### config.mk
export PLATFORM = sky130hd
export DESIGN_NAME = mips_mem_arbiter_flat
export DESIGN_NICKNAME = d
export VERILOG_FILES = /design/src/rtl/mips_mem_arbiter_if.sv /design/src/rtl/mips_mem_arbiter.sv /design/src/flat_wrapper.sv
export SDC_FILE = /design/constraint.sdc
export NUM_CORES = 1
export LEC_CHECK = 0
export CAP_MARGIN = 20
export CORE_ASPECT_RATIO = 0.7
export CORE_MARGIN = 2
export CORE_UTILIZATION = 34
export DETAILED_ROUTE_END_ITERATION = 7
export PLACE_DENSITY = 0.66
export SETUP_SLACK_MARGIN = 0.1
export SLEW_MARGIN = 10
export SYNTH_ARGS = -nofsm -noshare
export SYNTH_HDL_FRONTEND = slang
export SYNTH_SLANG_ARGS = --single-unit
### constraint.sdc
create_clock -name mips_cpu_clk -period 4.6 [get_ports mips_cpu_clk]
set_input_delay 0.69 -clock mips_cpu_clk [delete_from_list [all_inputs] [get_ports mips_cpu_clk]]
set_output_delay 0.69 -clock mips_cpu_clk [all_outputs]
set_load 0.02 [all_outputs]
### src/rtl/mips_mem_arbiter_if.sv
// Bundle of every handshake and bus signal around mips_mem_arbiter.
//   inst_*  : instruction-fetch request/response channel
//   data_*  : data-access request/response channel (reads and writes)
//   mem_*   : single downstream memory port (request + response)
// Modports:
//   slave   : the arbiter's view (it serves the requesters and drives memory)
//   master  : the surrounding system's view (requesters + memory model)
interface mips_mem_arbiter_if;
  logic        inst_req_valid;
  logic        inst_req_ready;
  logic [31:0] inst_addr;
  logic        inst_resp_valid;
  logic        inst_resp_ready;
  logic [31:0] inst_rdata;

  logic        data_req_valid;
  logic        data_req_ready;
  logic [31:0] data_addr;
  logic        data_wen;
  logic [31:0] data_wdata;
  logic [3:0]  data_wstrb;
  logic        data_resp_valid;
  logic        data_resp_ready;
  logic [31:0] data_rdata;

  logic        mem_req_valid;
  logic        mem_req_ready;
  logic [31:0] mem_addr;
  logic [31:0] mem_wdata;
  logic        mem_wen;
  logic [3:0]  mem_wstrb;
  logic        mem_resp_valid;
  logic        mem_resp_ready;
  logic [31:0] mem_rdata;

  modport slave (
    input  inst_req_valid, inst_addr, inst_resp_ready,
    input  data_req_valid, data_addr, data_wen, data_wdata, data_wstrb, data_resp_ready,
    input  mem_req_ready, mem_resp_valid, mem_rdata,
    output inst_req_ready, inst_resp_valid, inst_rdata,
    output data_req_ready, data_resp_valid, data_rdata,
    output mem_req_valid, mem_addr, mem_wdata, mem_wen, mem_wstrb, mem_resp_ready
  );

  modport master (
    output inst_req_valid, inst_addr, inst_resp_ready,
    output data_req_valid, data_addr, data_wen, data_wdata, data_wstrb, data_resp_ready,
    output mem_req_ready, mem_resp_valid, mem_rdata,
    input  inst_req_ready, inst_resp_valid, inst_rdata,
    input  data_req_ready, data_resp_valid, data_rdata,
    input  mem_req_valid, mem_addr, mem_wdata, mem_wen, mem_wstrb, mem_resp_ready
  );
endinterface

### src/rtl/mips_mem_arbiter.sv
// Two-requester (fetch / data) arbiter in front of one memory port.
// One transaction in flight at a time: IDLE -> REQ -> WAIT -> RESP -> IDLE.
// Simultaneous requests alternate round-robin; a saturating watchdog raises a
// sticky timeout_err when the memory response is TIMEOUT cycles late.
// Ports:
//   mips_cpu_clk     : clock, rising edge
//   mips_cpu_reset_n : synchronous active-low reset
//   bus              : mips_mem_arbiter_if.slave (requester + memory channels)
//   timeout_err      : sticky watchdog flag, cleared only by reset
module mips_mem_arbiter #(
  parameter int TIMEOUT = 1024
) (
  input  logic                  mips_cpu_clk,
  input  logic                  mips_cpu_reset_n,
  mips_mem_arbiter_if.slave     bus,
  output logic                  timeout_err
);

  localparam int CNT_W = $clog2(TIMEOUT + 1);
  localparam logic [CNT_W-1:0] WD_MAX = CNT_W'(TIMEOUT);

  typedef enum logic [1:0] {S_IDLE, S_REQ, S_WAIT, S_RESP} state_t;
  typedef enum logic {OWN_INST, OWN_DATA} owner_t;

  state_t            state_q;
  owner_t            owner_q;
  owner_t            last_grant_q;
  logic [31:0]       addr_q;
  logic [31:0]       wdata_q;
  logic              wen_q;
  logic [3:0]        wstrb_q;
  logic [31:0]       inst_rdata_q;
  logic [31:0]       data_rdata_q;
  logic              mem_req_valid_q;
  logic              mem_resp_ready_q;
  logic              inst_resp_valid_q;
  logic              data_resp_valid_q;
  logic [CNT_W-1:0]  wd_cnt_q;
  logic              timeout_err_q;

  logic idle;
  logic gnt_inst;
  logic gnt_data;

  // Readys are combinational in IDLE but forced low while reset is asserted.
  assign idle     = (state_q == S_IDLE) && mips_cpu_reset_n;
  // Data wins when alone, or on a tie when fetch was served last.
  assign gnt_data = idle && bus.data_req_valid &&
                    (!bus.inst_req_valid || (last_grant_q == OWN_INST));
  assign gnt_inst = idle && bus.inst_req_valid && !gnt_data;

  assign bus.inst_req_ready  = gnt_inst;
  assign bus.data_req_ready  = gnt_data;
  assign bus.mem_req_valid   = mem_req_valid_q;
  assign bus.mem_addr        = addr_q;
  assign bus.mem_wdata       = wdata_q;
  assign bus.mem_wen         = wen_q;
  assign bus.mem_wstrb       = wstrb_q;
  assign bus.mem_resp_ready  = mem_resp_ready_q;
  assign bus.inst_resp_valid = inst_resp_valid_q;
  assign bus.inst_rdata      = inst_rdata_q;
  assign bus.data_resp_valid = data_resp_valid_q;
  assign bus.data_rdata      = data_rdata_q;
  assign timeout_err         = timeout_err_q;

  always_ff @(posedge mips_cpu_clk) begin
    if (!mips_cpu_reset_n) begin
      state_q           <= S_IDLE;
      owner_q           <= OWN_INST;
      last_grant_q      <= OWN_INST;
      addr_q            <= '0;
      wdata_q           <= '0;
      wen_q             <= 1'b0;
      wstrb_q           <= '0;
      inst_rdata_q      <= '0;
      data_rdata_q      <= '0;
      mem_req_valid_q   <= 1'b0;
      mem_resp_ready_q  <= 1'b0;
      inst_resp_valid_q <= 1'b0;
      data_resp_valid_q <= 1'b0;
      wd_cnt_q          <= '0;
      timeout_err_q     <= 1'b0;
    end else begin
      case (state_q)
        S_IDLE: begin
          if (gnt_data) begin
            owner_q         <= OWN_DATA;
            last_grant_q    <= OWN_DATA;
            addr_q          <= bus.data_addr;
            wen_q           <= bus.data_wen;
            wdata_q         <= bus.data_wdata;
            wstrb_q         <= bus.data_wstrb;
            mem_req_valid_q <= 1'b1;
            state_q         <= S_REQ;
          end else if (gnt_inst) begin
            // Fetches are reads: write-side fields are driven to zero.
            owner_q         <= OWN_INST;
            last_grant_q    <= OWN_INST;
            addr_q          <= bus.inst_addr;
            wen_q           <= 1'b0;
            wdata_q         <= '0;
            wstrb_q         <= '0;
            mem_req_valid_q <= 1'b1;
            state_q         <= S_REQ;
          end
        end
        S_REQ: begin
          if (bus.mem_req_ready) begin
            mem_req_valid_q  <= 1'b0;
            mem_resp_ready_q <= 1'b1;
            wd_cnt_q         <= '0;
            state_q          <= S_WAIT;
          end
        end
        S_WAIT: begin
          if (bus.mem_resp_valid) begin
            mem_resp_ready_q <= 1'b0;
            if (owner_q == OWN_DATA) begin
              // Writes still get a response, but never carry read data.
              data_rdata_q      <= wen_q ? '0 : bus.mem_rdata;
              data_resp_valid_q <= 1'b1;
            end else begin
              inst_rdata_q      <= bus.mem_rdata;
              inst_resp_valid_q <= 1'b1;
            end
            state_q <= S_RESP;
          end else begin
            // Saturating count; the flag rises on the edge the count hits TIMEOUT
            // and the transaction keeps waiting.
            if (wd_cnt_q != WD_MAX) wd_cnt_q <= wd_cnt_q + 1'b1;
            if (wd_cnt_q == WD_MAX - 1'b1) timeout_err_q <= 1'b1;
          end
        end
        S_RESP: begin
          if ((owner_q == OWN_DATA) ? bus.data_resp_ready : bus.inst_resp_ready) begin
            inst_resp_valid_q <= 1'b0;
            data_resp_valid_q <= 1'b0;
            state_q           <= S_IDLE;
          end
        end
        default: state_q <= S_IDLE;
      endcase
    end
  end

endmodule

### src/flat_wrapper.sv
// flat-port wrapper written by rule: the top's interface ports become plain ports
module mips_mem_arbiter_flat 
#(
  parameter int TIMEOUT = 1024
)
  (mips_cpu_clk, mips_cpu_reset_n, timeout_err, bus_inst_req_valid, bus_inst_addr, bus_inst_resp_ready, bus_data_req_valid, bus_data_addr, bus_data_wen, bus_data_wdata, bus_data_wstrb, bus_data_resp_ready, bus_mem_req_ready, bus_mem_resp_valid, bus_mem_rdata, bus_inst_req_ready, bus_inst_resp_valid, bus_inst_rdata, bus_data_req_ready, bus_data_resp_valid, bus_data_rdata, bus_mem_req_valid, bus_mem_addr, bus_mem_wdata, bus_mem_wen, bus_mem_wstrb, bus_mem_resp_ready);
  mips_mem_arbiter_if bus_i ();
  input  logic mips_cpu_clk;
  input  logic mips_cpu_reset_n;
  output logic timeout_err;
  input wire logic [$bits(bus_i.inst_req_valid)-1:0] bus_inst_req_valid;
  input wire logic [$bits(bus_i.inst_addr)-1:0] bus_inst_addr;
  input wire logic [$bits(bus_i.inst_resp_ready)-1:0] bus_inst_resp_ready;
  input wire logic [$bits(bus_i.data_req_valid)-1:0] bus_data_req_valid;
  input wire logic [$bits(bus_i.data_addr)-1:0] bus_data_addr;
  input wire logic [$bits(bus_i.data_wen)-1:0] bus_data_wen;
  input wire logic [$bits(bus_i.data_wdata)-1:0] bus_data_wdata;
  input wire logic [$bits(bus_i.data_wstrb)-1:0] bus_data_wstrb;
  input wire logic [$bits(bus_i.data_resp_ready)-1:0] bus_data_resp_ready;
  input wire logic [$bits(bus_i.mem_req_ready)-1:0] bus_mem_req_ready;
  input wire logic [$bits(bus_i.mem_resp_valid)-1:0] bus_mem_resp_valid;
  input wire logic [$bits(bus_i.mem_rdata)-1:0] bus_mem_rdata;
  output wire logic [$bits(bus_i.inst_req_ready)-1:0] bus_inst_req_ready;
  output wire logic [$bits(bus_i.inst_resp_valid)-1:0] bus_inst_resp_valid;
  output wire logic [$bits(bus_i.inst_rdata)-1:0] bus_inst_rdata;
  output wire logic [$bits(bus_i.data_req_ready)-1:0] bus_data_req_ready;
  output wire logic [$bits(bus_i.data_resp_valid)-1:0] bus_data_resp_valid;
  output wire logic [$bits(bus_i.data_rdata)-1:0] bus_data_rdata;
  output wire logic [$bits(bus_i.mem_req_valid)-1:0] bus_mem_req_valid;
  output wire logic [$bits(bus_i.mem_addr)-1:0] bus_mem_addr;
  output wire logic [$bits(bus_i.mem_wdata)-1:0] bus_mem_wdata;
  output wire logic [$bits(bus_i.mem_wen)-1:0] bus_mem_wen;
  output wire logic [$bits(bus_i.mem_wstrb)-1:0] bus_mem_wstrb;
  output wire logic [$bits(bus_i.mem_resp_ready)-1:0] bus_mem_resp_ready;
  assign bus_i.inst_req_valid = bus_inst_req_valid;
  assign bus_i.inst_addr = bus_inst_addr;
  assign bus_i.inst_resp_ready = bus_inst_resp_ready;
  assign bus_i.data_req_valid = bus_data_req_valid;
  assign bus_i.data_addr = bus_data_addr;
  assign bus_i.data_wen = bus_data_wen;
  assign bus_i.data_wdata = bus_data_wdata;
  assign bus_i.data_wstrb = bus_data_wstrb;
  assign bus_i.data_resp_ready = bus_data_resp_ready;
  assign bus_i.mem_req_ready = bus_mem_req_ready;
  assign bus_i.mem_resp_valid = bus_mem_resp_valid;
  assign bus_i.mem_rdata = bus_mem_rdata;
  assign bus_inst_req_ready = bus_i.inst_req_ready;
  assign bus_inst_resp_valid = bus_i.inst_resp_valid;
  assign bus_inst_rdata = bus_i.inst_rdata;
  assign bus_data_req_ready = bus_i.data_req_ready;
  assign bus_data_resp_valid = bus_i.data_resp_valid;
  assign bus_data_rdata = bus_i.data_rdata;
  assign bus_mem_req_valid = bus_i.mem_req_valid;
  assign bus_mem_addr = bus_i.mem_addr;
  assign bus_mem_wdata = bus_i.mem_wdata;
  assign bus_mem_wen = bus_i.mem_wen;
  assign bus_mem_wstrb = bus_i.mem_wstrb;
  assign bus_mem_resp_ready = bus_i.mem_resp_ready;
  mips_mem_arbiter #(.TIMEOUT(TIMEOUT)) u_core (.mips_cpu_clk(mips_cpu_clk), .mips_cpu_reset_n(mips_cpu_reset_n), .bus(bus_i), .timeout_err(timeout_err));
endmodule
==> results_dict.tcl, run 1 <==
set metrics [dict create \
    holdCritStartpoint "u_core.bus.inst_rdata[18]" \
    synth-edff-count 0 \
    grtUsageTotal_pct 20.3 \
    rsz0062_at_grt "no" \
    initial_utilization_pct 35.1 \
    path_cells "clkdlybuf4s50_1 -> nand4_2 -> inv_2 -> clkdlybuf4s50_1" \
    tritoncts.num_buffers 17 \
    insertion_delay_ps 430 \
    seq_area_um2 3040 \
    placed_cells 1188 \
    synth_area_leader_cell "dfxtp_1" \
    synth.area.top_cells "dfxtp_1, nand2_1, nor2_1, a21oi_1, a311oi_1" \
    drive_above_1_share_pct 5.97 \
    synthXorXnorAreaFrac_pct 0 \
    synthSimpleGateAreaFrac_pct 24.0 \
    ctsResizeCount 0 \
    routed_wl_um 19700 \
    p_leak_nw 3.37 \
    cp-end-kind "primary output" \
    wirelength_met1_um 8690 \
    post-route-period-util_pct 72.7 \
    cts_tree "done" \
    yosysMostFrequentCell "dfxtp_1" \
    drtPass1Iterations 5 \
    final-hold-violation-count 0 \
    crit_top_cell "clkdlybuf4s50_1" \
    run_status "finished clean" \
    dp_hpwl_um 13500 \
    grt_max_degree 75 \
    yosys.cell_types.count 54 \
    route.vias.total 6059 \
    route.met2.wl_um 8560 \
    slew_headroom_pct 33.7 \
    synthArstFlopShare_pct 0 \
    crit_start "mips_cpu_reset_n" \
    die-area_um2 19000 \
    fin_crit_ps 3340 \
    maxSlewViolCount 0 \
    final_antenna_net_count 0 \
    yosysSeqAreaShare_pct 49.9 \
    synth_compound_area_share_pct 19.4 \
    ctsRootBufferMaster "clkbuf_16" \
    ir_drop_uv 222 \
    dr_wl_met3_um 2060 \
    core_region_area_um2 17400 \
    highest_layer "met4" \
    finalNetCount 1124 \
    ios 281 \
    clk_pin_slew_ps 60 \
    muxShareOfSynthArea_pct 0.349 \
    final_cell_count_no_fill 1221 \
    grt_pass1_vias 5806 \
    critPathTopFamily "buffers and inverters" \
    drc 0 \
    hold_buffers 0 \
    critPathLaunchType "primary input" \
    wl_per_cell_um 16.1 \
    tightest_slew_ps 994 \
    min_path_type "flip-flop to flip-flop" \
    setup_viol 0 \
    finClkSkew_ps 16.0 \
    slowest_stage "clkdlybuf4s50_1" \
    via_per_inst 4.96 \
    path_class "primary input to primary output" \
    synthesis.nets 876 \
    ys.flop_type "dfxtp_1" \
    worst_ep_arrival_time_ps 2650 \
    synth_top_family_by_area "simple AND/OR/NAND/NOR gates" \
    final.setup.tns_ps 0 \
    dr.first_iter.drc_count 325 \
    postCtsSetupRepairBufs 0 \
    yosys_warnings 0 \
    die_w_um 164 \
    gp_congestion 0.790 \
    synth.top_cells.by_count "dfxtp_1, nand2_1, nor2_1" \
    antenna_found_initial 1 \
    die_y_um 116 \
    synth_fa_ha_area_share_pct 1.44 \
    rows 40 \
    grt_pass1_wl_um 30300 \
    area_growth_pct 57.1 \
    syn_inst 728 \
    required_ps 3910 \
    fillCellCount 1588 \
    cap_violations 0 \
    power.density_nw_per_um2 435 \
    h-tree-depth 4 \
    clkSinkCount 152 \
    reg2reg_from "u_core.state_q[0]" \
    final_util_pct 55.1 \
    path_max_fanout 22 \
    slowest_delay_ps 760 \
    multi_input_area_um2 2760 \
    worst-path-buf-inv 3 \
    portBuffers 280 \
    gr-total-overflow 0 \
    synth_area_per_cell_um2 8.37 \
    cts_buffer_depth 2 \
    fmax_mhz 299 \
    syn-cell-area_um2 6090 \
    synth_top_area_share_pct 49.9 \
    ys_ff_latch 152 \
]
==> worst min-delay path, cell delays in order (launching register included) <==
cell and delay [ps]:
dfxtp_1 310, nand2_1 50, a21oi_1 50
==> final timing paths <==
kind / endpoint / slack [ps] / depth (start not counted)
min reg2reg: u_core.bus.inst_rdata[18] / 450 / 2
max: bus_data_req_ready / 1260 / 4
min: u_core.bus.inst_rdata[18] / 450 / 2
max reg2reg: u_core.bus.data_rdata[13] / 1660 / 7
==> final cells by class <==
cell class / count / share of cell area [%]
sequential: 152 / 31.8
timing repair buffer: 290 / 30.1
multi-input combinational: 506 / 28.9
clock buffer: 17 / 4.44
tap: 231 / 3.02
clock inverter: 15 / 1.45
inverter: 9 / 0.379
antenna: 1 / 0.0261
==> flip-flops by register name (all words and copies together) (netlist names), 2 cells and up <==
signal                 cells
u_core.bus.mem_wdata      32
u_core.wd_cnt_q           11
u_core.bus.mem_addr       32
u_core.bus.inst_rdata     32
u_core.bus.data_rdata     32
u_core.bus.mem_wstrb       4
u_core.state_q             2
==> per-stage QoR <==
stage          instance area, um^2  total power, mW  hold slack [ps]  setup slack, ps
4_1_cts                       9570             4.21              455             1250
2_1_floorplan                 6090             2.31              465             2330
3_5_place_dp                  9010             2.87              445             1250
6_report                      9580             4.17              453             1260
5_1_grt                       9570             4.40              470             1150
3_3_place_gp                  9010             2.86              441             1270
==> cells in the final DEF (no fill, tap or decap), types with 2 or more instances in the layout <==
master           Yosys  final
or4_1                2      2
a311oi_1            35     35
buf_4                1     10
o21ai_0              2      2
nand4b_1             2      2
a21oi_1             72     72
nor3b_1             33     33
clkinvlp_4           0      2
a22oi_1             38     38
a211oi_1             2      2
nor2_2               1      2
ha_1                 7      7
inv_1                7      6
clkdlybuf4s50_1      0    280
clkbuf_16            0     17
dfxtp_1            152    152
o211ai_1             2      2
inv_6                0      6
o31ai_1              3      3
nor4_1               4      4
inv_2                2      2
nand2b_2             2      2
clkinv_8             0      2
clkinv_2             0      2
o21ai_1              4      4
nand3_1              6      5
nand2b_1             2      2
a31oi_1              2      2
clkinv_4             0      2
nor2_1             113    112
nor3_1               2      2
nand4_1              4      4
nand2_1            142    142
a2bb2oi_1            2      2
==> per-layer routing <==
metal,up-vias,global-route usage [%]
met5,-,0
met3,24,9.41
met4,0,6.67
met1,2772,25.1
li1,3035,-
met2,228,31.6
==> where the power goes <==
group          switching [mW]  internal, mW
Sequential             0.0886          1.47
Combinational           0.713         0.569
Clock                   0.617         0.712
Total                    1.42          2.75
==> cell families (layout without fill, tap and decap cells) <==
logic type / after synthesis / after routing
multiplexers: 2 / 2
adder cells (fa/ha/maj): 7 / 7
AO/OA/AOI/OAI: 174 / 174
flip-flops: 152 / 152
AND/OR/NAND/NOR: 323 / 323
buffers and inverters: 70 / 331
other: 0 / 1
No activity file was read; power rests on OpenSTA's default activity.
==> run 2: changes to the inputs <==
--- a/config.mk
+++ b/config.mk
@@ -10,7 +10,7 @@
 export CORE_MARGIN = 2
 export CORE_UTILIZATION = 34
 export DETAILED_ROUTE_END_ITERATION = 7
-export PLACE_DENSITY = 0.66
+export PLACE_DENSITY = 0.69
 export SETUP_SLACK_MARGIN = 0.1
 export SLEW_MARGIN = 10
 export SYNTH_ARGS = -nofsm -noshare
==> constraint.sdc (replaced) <==
create_clock -name mips_cpu_clk -period 3 [get_ports mips_cpu_clk]
set_input_delay 0.45 -clock mips_cpu_clk [delete_from_list [all_inputs] [get_ports mips_cpu_clk]]
set_output_delay 0.45 -clock mips_cpu_clk [all_outputs]
set_load 0.02 [all_outputs]
==> results_dict.tcl, run 2 (same netlist as run 1, synthesis figures left out) <==
set metrics [dict create \
    run_status "finished clean" \
    grt_util_met2_pct 31.8 \
    die-area_um2 19000 \
    final_antenna_net_count 0 \
    multi_input_area_um2 2760 \
    cts_tree "done" \
    cap_violations 0 \
    dp_hpwl_um 13400 \
    drc 0 \
    grtUsageTotal_pct 20.5 \
    stdcell_area_um2 9660 \
    min_path_type "flip-flop to flip-flop" \
    critPathLaunchType "flip-flop" \
    clkSinkCount 152 \
    postCtsSetupRepairBufs 0 \
    setup_viol 0 \
    placed_cells 1191 \
    hold_buffers 0 \
    antenna_cells 0 \
    power_mw 6.59 \
    tritoncts.num_buffers 17 \
    drtPass1Iterations 7 \
    fin_crit_ps 2650 \
    wl_per_cell_um 16.1 \
    ctsResizeCount 0 \
    clk_pin_slew_ps 70 \
    finClkSkew_ps 13.6 \
    rows 40 \
    maxSlewViolCount 0 \
    seq_area_um2 3040 \
    placed_area_um2 9060 \
    cp-end-kind "primary output" \
    rsz0062_at_grt "no" \
    path_class "flip-flop to primary output" \
    post-route-period-util_pct 88.2 \
    final_util_pct 55.6 \
    die_w_um 164 \
    required_ps 2550 \
    busiest_layer "met2" \
    insertion_delay_ps 420 \
    dp_slack_ps 454 \
    ir_drop_uv 360 \
    worst_slack_ps 353 \
    route.vias.total 6140 \
    ios 281 \
    die_y_um 116 \
    grt_use_met1_pct 25.8 \
    antenna_found_initial 1 \
    grtUsageMet3_pct 8.09 \
    p_leak_nw 3.40 \
    drive_above_1_share_pct 6.15 \
    routed_wl_um 19800 \
    power.density_nw_per_um2 683 \
    dr.first_iter.drc_count 490 \
    fmax_mhz 378 \
    grt_pass1_wl_um 30500 \
    final_cell_count_no_fill 1223 \
    final.setup.tns_ps 0 \
    core_region_area_um2 17400 \
    tightest_slew_ps 617 \
    slew_headroom_pct 58.8 \
    grt_pass1_vias 5989 \
    area_growth_pct 58.4 \
    grt_max_degree 89 \
    finalNetCount 1127 \
    gr-total-overflow 0 \
    ctsRootBufferMaster "clkbuf_16" \
    final-hold-violation-count 0 \
    layout_commonest_cell "clkdlybuf4s50_1" \
    cts_buffer_depth 2 \
    portBuffers 280 \
    mostFrequentLayoutCells "clkdlybuf4s50_1, dfxtp_1, nand2_1" \
    fillCellCount 1587 \
    h-tree-depth 4 \
    path_max_fanout 10 \
    via_per_inst 5.02 \
    worst_ep_arrival_time_ps 2200 \
    gp_congestion 0.861 \
    whs_ps 453 \
    initial_utilization_pct 35.1 \
]
-- run 2: cell types whose count changed in the layout (fill, tap and decap cells not counted), moves of 2 or more --
cell        previous run  this run
bufinv_16              0         2
buf_12                 0         2
clkinv_8               2         0
clkinvlp_4             2         4
clkinv_4               2         0
clkinv_2               2         0
-- run 2: layout make-up --
class / instances / area share (%)
sequential: 152 / 31.5
timing repair buffer: 293 / 30.3
multi-input combinational: 506 / 28.6
clock buffer: 19 / 4.59
tap: 231 / 2.99
clock inverter: 13 / 1.62
inverter: 9 / 0.376
-- run 2: path summary, 6_finish.rpt --
| kind | start | end | slack (ps) | cells after the start |
|---|---|---|---|---|
| setup reg to reg | u_core.state_q[0] | u_core.wd_cnt_q[3] | 920 | 7 |
| hold reg to reg | u_core.bus.inst_rdata[29] | u_core.bus.inst_rdata[29] | 450 | 2 |
| setup / recovery | u_core.state_q[0] | bus_inst_req_ready | 350 | 6 |
| hold / removal | u_core.bus.inst_rdata[29] | u_core.bus.inst_rdata[29] | 450 | 2 |
-- run 2: where the power goes --
group          switching, mW  internal (mW)
Combinational           1.11          0.892
Clock                  0.925           1.27
Sequential             0.140           2.25
-- run 2: critical path: stages (launching register included) --
cell and delay (ps):
dfxtp_1 390, inv_1 100, ha_1 290, nand4_2 130
inv_2 100, nor2_1 150, clkdlybuf4s50_1 620
-- run 2: per-layer routing --
layer | part of all wire [%] | vias to the layer above | wire length [um]
li1 | - | 3043 | -
met1 | 44 | 2819 | 8770
met2 | 44 | 250 | 8650
met3 | 9.7 | 26 | 1920
met4 | 2.0 | 2 | 396
met5 | 0.066 | - | 13
==> run 3: changes to the inputs <==
--- a/config.mk
+++ b/config.mk
@@ -9,6 +9,7 @@
 export CORE_ASPECT_RATIO = 0.7
 export CORE_MARGIN = 2
 export CORE_UTILIZATION = 34
+export CTS_CLUSTER_DIAMETER = 30
 export DETAILED_ROUTE_END_ITERATION = 7
 export PLACE_DENSITY = 0.69
 export SETUP_SLACK_MARGIN = 0.1
==> results of run 3 <==
The final DEF is identical to that of run 2; final timing and power are the same.
